==> src/rtl/i2c_pkg.sv <==
// i2c_pkg: shared definitions for the I2C target.
//   - FSM state encoding (3-bit localparams)
//   - R/W bit values, address width
//   - line_t: synchronized level plus edge strobes for one bus line
//   - I2C_SLAVE_CLK_STRETCH_EN (optional, read by i2c_slave): enables SCL stretching
package i2c_pkg;

   localparam int ADDR_W = 7;

   localparam logic [2:0] S_IDLE     = 3'd0;
   localparam logic [2:0] S_ADDR     = 3'd1;
   localparam logic [2:0] S_ADDR_ACK = 3'd2;
   localparam logic [2:0] S_IGNORE   = 3'd3;
   localparam logic [2:0] S_WR_DATA  = 3'd4;
   localparam logic [2:0] S_WR_ACK   = 3'd5;
   localparam logic [2:0] S_RD_DATA  = 3'd6;
   localparam logic [2:0] S_RD_ACK   = 3'd7;

   localparam logic RW_WRITE = 1'b0;
   localparam logic RW_READ  = 1'b1;

   typedef struct packed {
      logic lvl;
      logic rise;
      logic fall;
   } line_t;

endpackage

==> src/rtl/i2c_line_sync.sv <==
// i2c_line_sync: 2-FF synchronizer plus edge register for one open-drain line.
//   i_clk, i_rst_n : system clock, async active-low reset
//   i_line         : raw pad input (asynchronous)
//   o_line         : synchronized level with one-cycle rise/fall strobes
// Registers reset to 1 (idle bus level) so reset release never fakes an edge.
module i2c_line_sync
   import i2c_pkg::*;
(
   input  logic  i_clk,
   input  logic  i_rst_n,
   input  logic  i_line,
   output line_t o_line
);

   // [0] metastable stage, [1] synchronized level, [2] previous level
   logic [2:0] r_pipe;

   always_ff @(posedge i_clk or negedge i_rst_n) begin
      if (!i_rst_n) r_pipe <= 3'b111;
      else          r_pipe <= {r_pipe[1:0], i_line};
   end

   assign o_line.lvl  = r_pipe[1];
   assign o_line.rise = r_pipe[1] & ~r_pipe[2];
   assign o_line.fall = ~r_pipe[1] & r_pipe[2];

endmodule

==> src/rtl/i2c_slave.sv <==
// i2c_slave: I2C target at a fixed 7-bit address, bridging to RX/TX FIFO ports.
//   i_clk, i_rst_n            : system clock (>= 10x SCL), async active-low reset
//   i_scl, i_sda              : pad inputs (asynchronous)
//   o_sda_oe, o_scl_oe        : open-drain pull-low enables
//   rx_enq_data/en, rx_enq_rdy: RX FIFO enqueue port
//   tx_deq_data/en, tx_deq_rdy: TX FIFO dequeue port (data valid the cycle after en)
// Optional macro I2C_SLAVE_CLK_STRETCH_EN: stretch SCL instead of NACKing a full
// RX FIFO or sending 8'hFF from an empty TX FIFO. Without it o_scl_oe stays 0.
module i2c_slave
   import i2c_pkg::*;
#(
   parameter logic [ADDR_W-1:0] p_ADDR     = 7'h42,
   parameter int                p_WORD_LEN = 8
) (
   input  logic                  i_clk,
   input  logic                  i_rst_n,
   input  logic                  i_scl,
   input  logic                  i_sda,
   output logic                  o_sda_oe,
   output logic                  o_scl_oe,
   output logic [p_WORD_LEN-1:0] rx_enq_data,
   output logic                  rx_enq_en,
   input  logic                  rx_enq_rdy,
   input  logic [p_WORD_LEN-1:0] tx_deq_data,
   output logic                  tx_deq_en,
   input  logic                  tx_deq_rdy
);

   localparam int W = p_WORD_LEN;
   localparam logic [3:0] LAST_BIT = 4'(W - 1);
   localparam logic [3:0] ALL_BITS = 4'(W);
`ifdef I2C_SLAVE_CLK_STRETCH_EN
   localparam bit STRETCH = 1'b1;
`else
   localparam bit STRETCH = 1'b0;
`endif

   line_t          w_scl, w_sda;
   logic           w_start, w_stop, w_last, w_tx_busy, w_fetch;
   logic [W-1:0]   w_byte;

   logic [2:0]     r_state;
   logic [3:0]     r_bitcnt;
   logic [W-1:0]   r_shift, r_rx_data;
   logic           r_rw, r_ack, r_sda_oe, r_scl_oe;
   logic           r_rx_en, r_tx_en, r_load;
   logic           r_wait_rx, r_wait_tx, r_hold;

   i2c_line_sync u_scl_sync (.i_clk(i_clk), .i_rst_n(i_rst_n), .i_line(i_scl), .o_line(w_scl));
   i2c_line_sync u_sda_sync (.i_clk(i_clk), .i_rst_n(i_rst_n), .i_line(i_sda), .o_line(w_sda));

   assign w_start   = w_sda.fall & w_scl.lvl;
   assign w_stop    = w_sda.rise & w_scl.lvl;
   assign w_byte    = {r_shift[W-2:0], w_sda.lvl};
   assign w_last    = (r_bitcnt == LAST_BIT);
   // Shift register not yet holding the next TX byte.
   assign w_tx_busy = r_wait_tx | r_tx_en | r_load;
   // Fetch points: ACK clock of a read address, and an initiator ACK in RD_ACK.
   assign w_fetch   = w_scl.rise & ~w_start & ~w_stop &
                      (((r_state == S_ADDR_ACK) & (r_bitcnt == 4'd1) & (r_rw == RW_READ)) |
                       ((r_state == S_RD_ACK) & ~w_sda.lvl));

   always_ff @(posedge i_clk or negedge i_rst_n) begin
      if (!i_rst_n) begin
         r_state   <= S_IDLE;
         r_bitcnt  <= '0;
         r_shift   <= '0;
         r_rx_data <= '0;
         r_rw      <= 1'b0;
         r_ack     <= 1'b0;
         r_sda_oe  <= 1'b0;
         r_scl_oe  <= 1'b0;
         r_rx_en   <= 1'b0;
         r_tx_en   <= 1'b0;
         r_load    <= 1'b0;
         r_wait_rx <= 1'b0;
         r_wait_tx <= 1'b0;
         r_hold    <= 1'b0;
      end else begin
         r_rx_en <= 1'b0;
         r_tx_en <= 1'b0;
         // FIFO data is valid the cycle after the dequeue pulse
         r_load  <= r_tx_en;
         if (r_load) r_shift <= tx_deq_data;

         if (w_start || w_stop) begin
            r_state   <= w_start ? S_ADDR : S_IDLE;
            r_bitcnt  <= '0;
            r_sda_oe  <= 1'b0;
            r_scl_oe  <= 1'b0;
            r_wait_rx <= 1'b0;
            r_wait_tx <= 1'b0;
            r_hold    <= 1'b0;
         end else begin
            // Stretch resolution: only reachable when STRETCH sets the wait flags.
            if (r_wait_tx && tx_deq_rdy) begin
               r_tx_en   <= 1'b1;
               r_wait_tx <= 1'b0;
            end
            if (r_wait_rx && rx_enq_rdy) begin
               r_rx_en   <= 1'b1;
               r_ack     <= 1'b1;
               r_wait_rx <= 1'b0;
            end
            if (r_hold) begin
               // SCL is held low: do the deferred SDA update, release SCL next cycle.
               if (r_state == S_WR_ACK && !r_wait_rx) begin
                  r_sda_oe <= r_ack;
                  r_bitcnt <= 4'd1;
                  r_hold   <= 1'b0;
               end else if (r_state == S_RD_DATA && !w_tx_busy) begin
                  r_sda_oe <= ~r_shift[W-1];
                  r_shift  <= {r_shift[W-2:0], 1'b0};
                  r_bitcnt <= 4'd1;
                  r_hold   <= 1'b0;
               end
            end else if (r_scl_oe) begin
               r_scl_oe <= 1'b0;
            end

            case (r_state)
               S_ADDR: if (w_scl.rise) begin
                  r_shift  <= w_byte;
                  r_bitcnt <= r_bitcnt + 4'd1;
                  if (w_last) begin
                     r_bitcnt <= '0;
                     r_rw     <= w_sda.lvl;
                     r_state  <= (w_byte[W-1:1] == p_ADDR) ? S_ADDR_ACK : S_IGNORE;
                  end
               end
               S_ADDR_ACK: if (w_scl.fall) begin
                  if (r_bitcnt == 4'd0) begin
                     r_sda_oe <= 1'b1;
                     r_bitcnt <= 4'd1;
                  end else if (r_rw == RW_WRITE) begin
                     r_sda_oe <= 1'b0;
                     r_bitcnt <= '0;
                     r_state  <= S_WR_DATA;
                  end else begin
                     r_state <= S_RD_DATA;
                     if (STRETCH && w_tx_busy) begin
                        r_hold   <= 1'b1;
                        r_scl_oe <= 1'b1;
                        r_bitcnt <= '0;
                     end else begin
                        // ACK ends and the MSB goes out on the same falling edge
                        r_sda_oe <= ~r_shift[W-1];
                        r_shift  <= {r_shift[W-2:0], 1'b0};
                        r_bitcnt <= 4'd1;
                     end
                  end
               end
               S_WR_DATA: if (w_scl.rise) begin
                  r_shift  <= w_byte;
                  r_bitcnt <= r_bitcnt + 4'd1;
                  if (w_last) begin
                     r_bitcnt  <= '0;
                     r_rx_data <= w_byte;
                     r_state   <= S_WR_ACK;
                     r_ack     <= rx_enq_rdy;
                     if (rx_enq_rdy)   r_rx_en   <= 1'b1;
                     else if (STRETCH) r_wait_rx <= 1'b1;
                  end
               end
               S_WR_ACK: if (w_scl.fall) begin
                  if (r_bitcnt == 4'd0) begin
                     if (STRETCH && r_wait_rx) begin
                        r_hold   <= 1'b1;
                        r_scl_oe <= 1'b1;
                     end else begin
                        r_sda_oe <= r_ack;
                        r_bitcnt <= 4'd1;
                     end
                  end else begin
                     r_sda_oe <= 1'b0;
                     r_bitcnt <= '0;
                     r_state  <= S_WR_DATA;
                  end
               end
               S_RD_DATA: if (w_scl.fall) begin
                  if (r_bitcnt == ALL_BITS) begin
                     r_sda_oe <= 1'b0;
                     r_bitcnt <= '0;
                     r_state  <= S_RD_ACK;
                  end else if (STRETCH && r_bitcnt == 4'd0 && w_tx_busy) begin
                     r_hold   <= 1'b1;
                     r_scl_oe <= 1'b1;
                  end else begin
                     r_sda_oe <= ~r_shift[W-1];
                     r_shift  <= {r_shift[W-2:0], 1'b0};
                     r_bitcnt <= r_bitcnt + 4'd1;
                  end
               end
               S_RD_ACK: if (w_scl.rise) begin
                  r_bitcnt <= '0;
                  r_state  <= w_sda.lvl ? S_IGNORE : S_RD_DATA;
               end
               default: ;
            endcase

            if (w_fetch) begin
               if (tx_deq_rdy)   r_tx_en   <= 1'b1;
               else if (STRETCH) r_wait_tx <= 1'b1;
               else              r_shift   <= '1;
            end
         end
      end
   end

   assign o_sda_oe    = r_sda_oe;
   assign o_scl_oe    = r_scl_oe;
   assign rx_enq_data = r_rx_data;
   assign rx_enq_en   = r_rx_en;
   assign tx_deq_en   = r_tx_en;

endmodule

==> config.mk <==
export PLATFORM = sky130hd
export DESIGN_NAME = i2c_slave
export DESIGN_NICKNAME = d
export VERILOG_FILES = /design/src/rtl/i2c_pkg.sv /design/src/rtl/i2c_line_sync.sv /design/src/rtl/i2c_slave.sv
export SDC_FILE = /design/constraint.sdc
export NUM_CORES = 1
export LEC_CHECK = 0
export ABC_CLOCK_PERIOD_IN_PS = 3100
export BUFFER_PORTS_ARGS = -buffer_cell sky130_fd_sc_hd__buf_2
export CAP_MARGIN = 20
export CORE_ASPECT_RATIO = 0.7
export CORE_MARGIN = 10
export CORE_UTILIZATION = 40
export CTS_BUF_LIST = sky130_fd_sc_hd__clkbuf_8
export DETAILED_ROUTE_END_ITERATION = 7
export GPL_ROUTABILITY_DRIVEN = 0
export HOLD_SLACK_MARGIN = 0.12
export PLACE_DENSITY_LB_ADDON = 0.15
export SLEW_MARGIN = 20
export SYNTH_ARGS = -nofsm -noshare
export SYNTH_HDL_FRONTEND = slang
export SYNTH_SLANG_ARGS = --single-unit
==> constraint.sdc <==
create_clock -name i_clk -period 3.1 [get_ports i_clk]
set_clock_uncertainty 0.2 [all_clocks]
set_input_delay 0.31 -clock i_clk [delete_from_list [all_inputs] [get_ports i_clk]]
set_output_delay 0.31 -clock i_clk [all_outputs]
set_load 0.01 [all_outputs]
-- Word level (Yosys, flattened, before mapping)
Index checks and enable logic that the tools add are counted.
- memories kept: 0
- bits in writable memories: 0
- ROM bits: 0
- flip-flop bits (word level): 39
- bits of input ports: 14
- output and inout bits: 12
- bits in latches: 0
- word-level logic and storage cells: 159
- bitwise logic cells: 23
- $add $sub $neg: 1
- multiplexer cells: 82
- $mul: 0
- reduce and logical (&&, ||, !) cells: 15
- equality and inequality tests: 22
- order comparisons: 0
- shift operators: 0
- divide/modulo/power cells: 0
- operator list (kind ; count):
    8-bit 2-to-1 mux ; 13
    4-bit 2-to-1 mux ; 11
    1-bit 2-to-1 mux ; 40
    3-bit 2-to-1 mux ; 13
    8-bit case mux with 3 select lines ; 1
    4-bit case mux with 5 select lines ; 1
    3-bit inequality test (second input constant) ; 6
    3-bit case mux with 6 select lines ; 1
    1-bit bitwise AND ; 12
    3-bit equality test (second input constant) ; 4
    3-bit by 2-bit inequality test with 1-bit output (second input constant) ; 4
    12-bit AND reduction ; 1
    1-bit inverter ; 8
    4-bit AND reduction ; 2
    7-bit equality test (second input constant) ; 1
    7-bit nonzero test ; 1
    4-bit by 1-bit adder with 4-bit output (second input constant) ; 1
    4-bit by 1-bit equality test with 1-bit output (second input constant) ; 1
    4-bit by 3-bit equality test with 1-bit output (second input constant) ; 1
    4-bit equality test (second input constant) ; 1
    1-bit logical AND ; 4
    4-bit logical NOT ; 1
    2-bit nonzero test ; 2
    3-bit by 1-bit equality test with 1-bit output (second input constant) ; 1
    other kinds (9) ; 12

-- Longest topological paths before layout
- word-level depth: 14
- mapped depth: 8
- depth with buffers taken out: 7

-- Modules after synthesis
From an unflattened synthesis, not the netlist that was laid out.
- cells, all modules: 222
- area, all modules: 2132.0 sq um
- modules (own cells, without submodules) (module ; instances ; seq. area each (sq um) ; area each (sq um) ; cells an instance):
    i2c_slave ; 1 ; 750.7 ; 1929.4 ; 210
    i2c_line_sync ; 2 ; 78.8 ; 101.3 ; 6

-- Worst setup path after synthesis
No wires, ideal clock.
- path type: reg-to-reg
- start point: register r_bitcnt[1]
- end point: register r_shift[6]
- required time: 2.835 ns
- path slack: 1.042 ns
- buffers on the path: 1
- setup time: 0.065 ns
- arrival time: 1.793 ns
- stages on the path, launching flop included: 9
- period minus slack after synthesis: 2.058 ns
- cells stage by stage: dfrtp_1 inv_1 ha_1 or3b_1 o32a_1 or3_1 buf_2 a21oi_1 o22a_1
- word-level cells in the longest chain between the ends: 7
- elaborated cells on any way between the ends: 15
- those cells by class: eq/ne: 2; mux: 8; bitwise: 4; reduce/logical: 1
- RTL lines (item ; RTL line ; RTL):
    from (decl) ; i2c_slave.sv:43 ; logic [3:0] r_bitcnt;
    from (signal assigned) ; i2c_slave.sv:124 ; r_bitcnt <= r_bitcnt + 4'd1;
    from (signal assigned) ; i2c_slave.sv:155 ; r_bitcnt <= r_bitcnt + 4'd1;
    from (signal assigned) ; i2c_slave.sv:191 ; r_bitcnt <= r_bitcnt + 4'd1;
    4-bit equality test, or another cell as far along ; i2c_slave.sv:181 ; if (r_bitcnt == ALL_BITS) begin
    8-bit 2-to-1 mux, or another cell as far along ; i2c_slave.sv:181 ;
    8-bit 2-to-1 mux, or another cell as far along ; i2c_slave.sv:180 ; S_RD_DATA: if (w_scl.fall) begin
    8-bit case mux with 3 select lines / 1-bit OR (equally long branches) ; i2c_slave.sv:121, i2c_slave.sv:60 ;
    8-bit 2-to-1 mux / 1-bit bitwise AND (equally long branches) ; i2c_slave.sv:202, i2c_slave.sv:59 ;
    8-bit 2-to-1 mux * ; i2c_slave.sv:201 ; if (w_fetch) begin
    8-bit 2-to-1 mux * ; i2c_slave.sv:86 ; if (w_start || w_stop) begin
    to (signal assigned) ; i2c_slave.sv:84 ; if (r_load) r_shift <= tx_deq_data;
    to (signal assigned) ; i2c_slave.sv:113 ; r_shift <= {r_shift[W-2:0], 1'b0};
    to (signal assigned) ; i2c_slave.sv:123 ; r_shift <= w_byte;
    to (decl) ; i2c_slave.sv:44 ; logic [W-1:0] r_shift, r_rx_data;
Every way passes the cells marked *; elsewhere a longest branch is shown, timed or not.
A chain may end at the register's enable or synchronous reset.

-- Worst setup path after layout
- start point: register r_bitcnt[0]
- end point: register r_shift[2]
The elaborated chain is that of the path after synthesis.

==> metrics.txt <==
cell-internal power around 860 uW; Yosys top cell area share 35.1%; critical path's slowest cell o41ai_4; CP arrival 2.48 ns; Synth Area in Compound Gates 20.4%; worst rel slew slack 46.3%; Post-DRT Antenna Nets 0; initial antenna violation count 0; worst vdd ir 0.236 mV; largest net degree at the start of global routing 37; Synth Area in Adders 1.76%; Post-CTS Resized 0; Top FF cell, synth dfrtp_1; vias ~1700; vias per cell about 5.5; Ys Warns 0; max incr delay on CP 0.60 ns; main combinational cell family by area after synthesis simple AND/OR/NAND/NOR gates; CTS root buf clkbuf_8; Synth Net Count around 240; HPWL after detailed placement 3910 um; max-slew violations 0; final setup vio count 0; drt wl/cell around 17 um; share of layout cells above drive strength 1 22.7%; Worst Path Buf+Inv 1; Clk pwr share 34.5%; Tmin final about 2.5 ns; delay-heaviest family, CP compound AO/OA/AOI/OAI gates; die height 81.2 um; leakage approximately 1.0 nW; Crit. End Element register; Core Footprint 0.00520 mm2; Total Routing Usage GR 12.8%; sequential share of power 49.6%; Synth async-reset ratio 100%; Yosys cell types 61; # H-tree levels 2; outcome completed; Power Density 497 mW/mm2; Longest Clk Path Bufs 2; fin area ~0.0024 mm2; die area 0.00871 mm2; first-pass GRT wire length just under 9000 um; clock latency on the worst-skew pair 0.29 ns; crit path cell chain inv_1, ha_1, nor3b_1, nor3_1, o41ai_4, a31oi_1; fin cells 314; synthesized instance count 219; Switching Share approximately 29%; Yosys top cell by area dfrtp_1; port bufs 24; Fin. Hold Viols 0; P&R area growth vs syn 13.8%; CTS Buf Count 5; CP max FO 13; r2r setup slk 0.56 ns; n_diodes 0; clk slew on worst S/H paths 0.08 ns; 1st-pass router iterations 4; Iter 0 DRT Violations between 150 and 200; Post-Synth Simple-Gate Area 21.0%; post-placement cell count 302; max frequency slightly below 400 MHz; mux share of post-synthesis cell area between 7 and 8%; critical path type reg -> reg; CP required around 3 ns; worst hold path type in -> reg; Seq cells post-synth 36; Die X about 110 um; vias in the first global route roughly 1700; P_sw 351 uW; EDFF count, synth 0; slew of the pin with the lowest slew margin 0.805 ns; CP Launch Type register; Post-Route WL 5310 um; residual DRC count 0; MaxCap Viol Count 0; placed cell area 0.00228 mm2; Avg Inst Size Synth 9.76 um2; Tcrit/Tclk final approximately 82%; Clock Sinks 36; IO Pins 26; unrepaired setup endpoints after global routing false; num rows 22; Seq/Total Area, Yosys 42.5%; TritonCTS clock tree yes; grt total ovfl 0; combinational power share 16.0%; largest cells by area after synthesis dfrtp_1, dfstp_2, mux2i_1, a21oi_1, mux2_2; Initial Util 41.1%; nets roughly 260; post-synthesis cell area 0.00214 mm2; post-synthesis xor/xnor area fraction 1.23%; setup tns final 0 ns
## sequential cells by signal, summed over array words and instances (netlist names), 3 cells and up
register           flops
u_sda_sync.r_pipe      3
r_bitcnt               4
u_scl_sync.r_pipe      3
rx_enq_data            8
r_state                3
r_shift                8
## area by class of cell
class / count / area [um2]
Fill cell: 497 / 2770
Multi-Input combinational cell: 162 / 1120
Tap cell: 72 / 90.1
Clock inverter: 3 / 42.5
Inverter: 6 / 22.5
Timing Repair Buffer: 30 / 175
Sequential cell: 36 / 908
Clock buffer: 5 / 68.8
## layout by cell type (no fill, tap or decap), types with 3 or more instances in the layout
master         instances
dfrtp_1               30
buf_2                 24
nor2_1                16
a21oi_1               15
nand2_1               13
o21ai_0                9
nand2b_1               8
mux2i_1                8
nor3_1                 7
inv_1                  6
nand3_1                6
mux2_2                 6
a31oi_1                6
dfstp_2                6
nor3b_1                5
clkbuf_8               5
dlygate4sd3_1          4
and2_1                 3
nor2b_1                3
nand3b_1               3
o31ai_1                3
o22ai_1                3
a21o_1                 3
ha_1                   3
## what timing repair did
item	CTS	global route
hold buffers	4	0
hold endpoints to repair	33	0
buffers inserted	0	0
## synthesized netlist by cell type, drive strengths merged, types with 5 or more instances
cell type	number
mux2i	8
a21oi	17
nor2	16
dfstp	6
buf	9
mux2	8
o21ai	10
nand2	13
clkbuf	6
a31oi	6
nor3b	5
nand3	6
nor3	7
inv	6
dfrtp	30
nand2b	8
## per-stage QoR
stage | power, mW | util (%) | hold WS [ns] | worst slack [ns]
after floorplan | 0.733 | - | -0.186 | 1.04
after global placement | 0.798 | 43.8 | 0.146 | 0.546
after detailed placement | 0.795 | 43.8 | 0.147 | 0.612
after CTS | 1.21 | 46.7 | 0.141 | 0.594
after global routing | 1.28 | 46.7 | 0.149 | 0.270
final | 1.21 | 46.7 | 0.141 | 0.558
## worst min-delay path: cells and delay by family
kind                   cells  cell delay (ns)
buffers and inverters      1             0.07
multiplexers               1             0.05
AO/OA/AOI/OAI              1             0.15
## final timing paths
path | endpoint | depth (start not counted) | startpoint
worst max-delay path | r_shift[2] | 6 | r_bitcnt[0]
worst min-delay path | r_shift[3] | 3 | tx_deq_data[3]
worst max register to register | r_shift[2] | 6 | r_bitcnt[0]
worst min register to register | u_sda_sync.r_pipe[1] | 0 | u_sda_sync.r_pipe[0]
max in group asynchronous | r_shift[2] | 2 | i_rst_n
min in group asynchronous | rx_enq_data[5] | 2 | i_rst_n
## logic make-up (layout without fill, tap and decap cells)
group                      after synthesis  in the layout
and+or+nand+nor                         78             78
AOI/OAI and AO/OA                       61             61
DFF                                     36             36
buffers and inverters                   21             44
muxes                                   16             16
adders and majority gates                3              3
xor gates and xnor gates                 3              3
other                                    1              1
## routing by layer
layer,vias to the layer above,global-route usage (%),share of wire [%]
met5,-,0,0
met4,0,4.12,0.68
met3,2,3.56,6.5
met2,49,18.4,42
met1,817,18.1,51
li1,845,-,-
## power groups by stage
| stage | Sequential (mW) | Combinational [mW] | Clock (mW) |
|---|---|---|---|
| CTS | 0.597 | 0.193 | 0.423 |
| global placement | 0.607 | 0.191 | 0 |
| finish | 0.599 | 0.193 | 0.416 |
| global route | 0.610 | 0.218 | 0.449 |
| floorplan | 0.573 | 0.160 | 0 |
| detailed placement | 0.606 | 0.188 | 0 |
(Power assumes the default switching activity.)
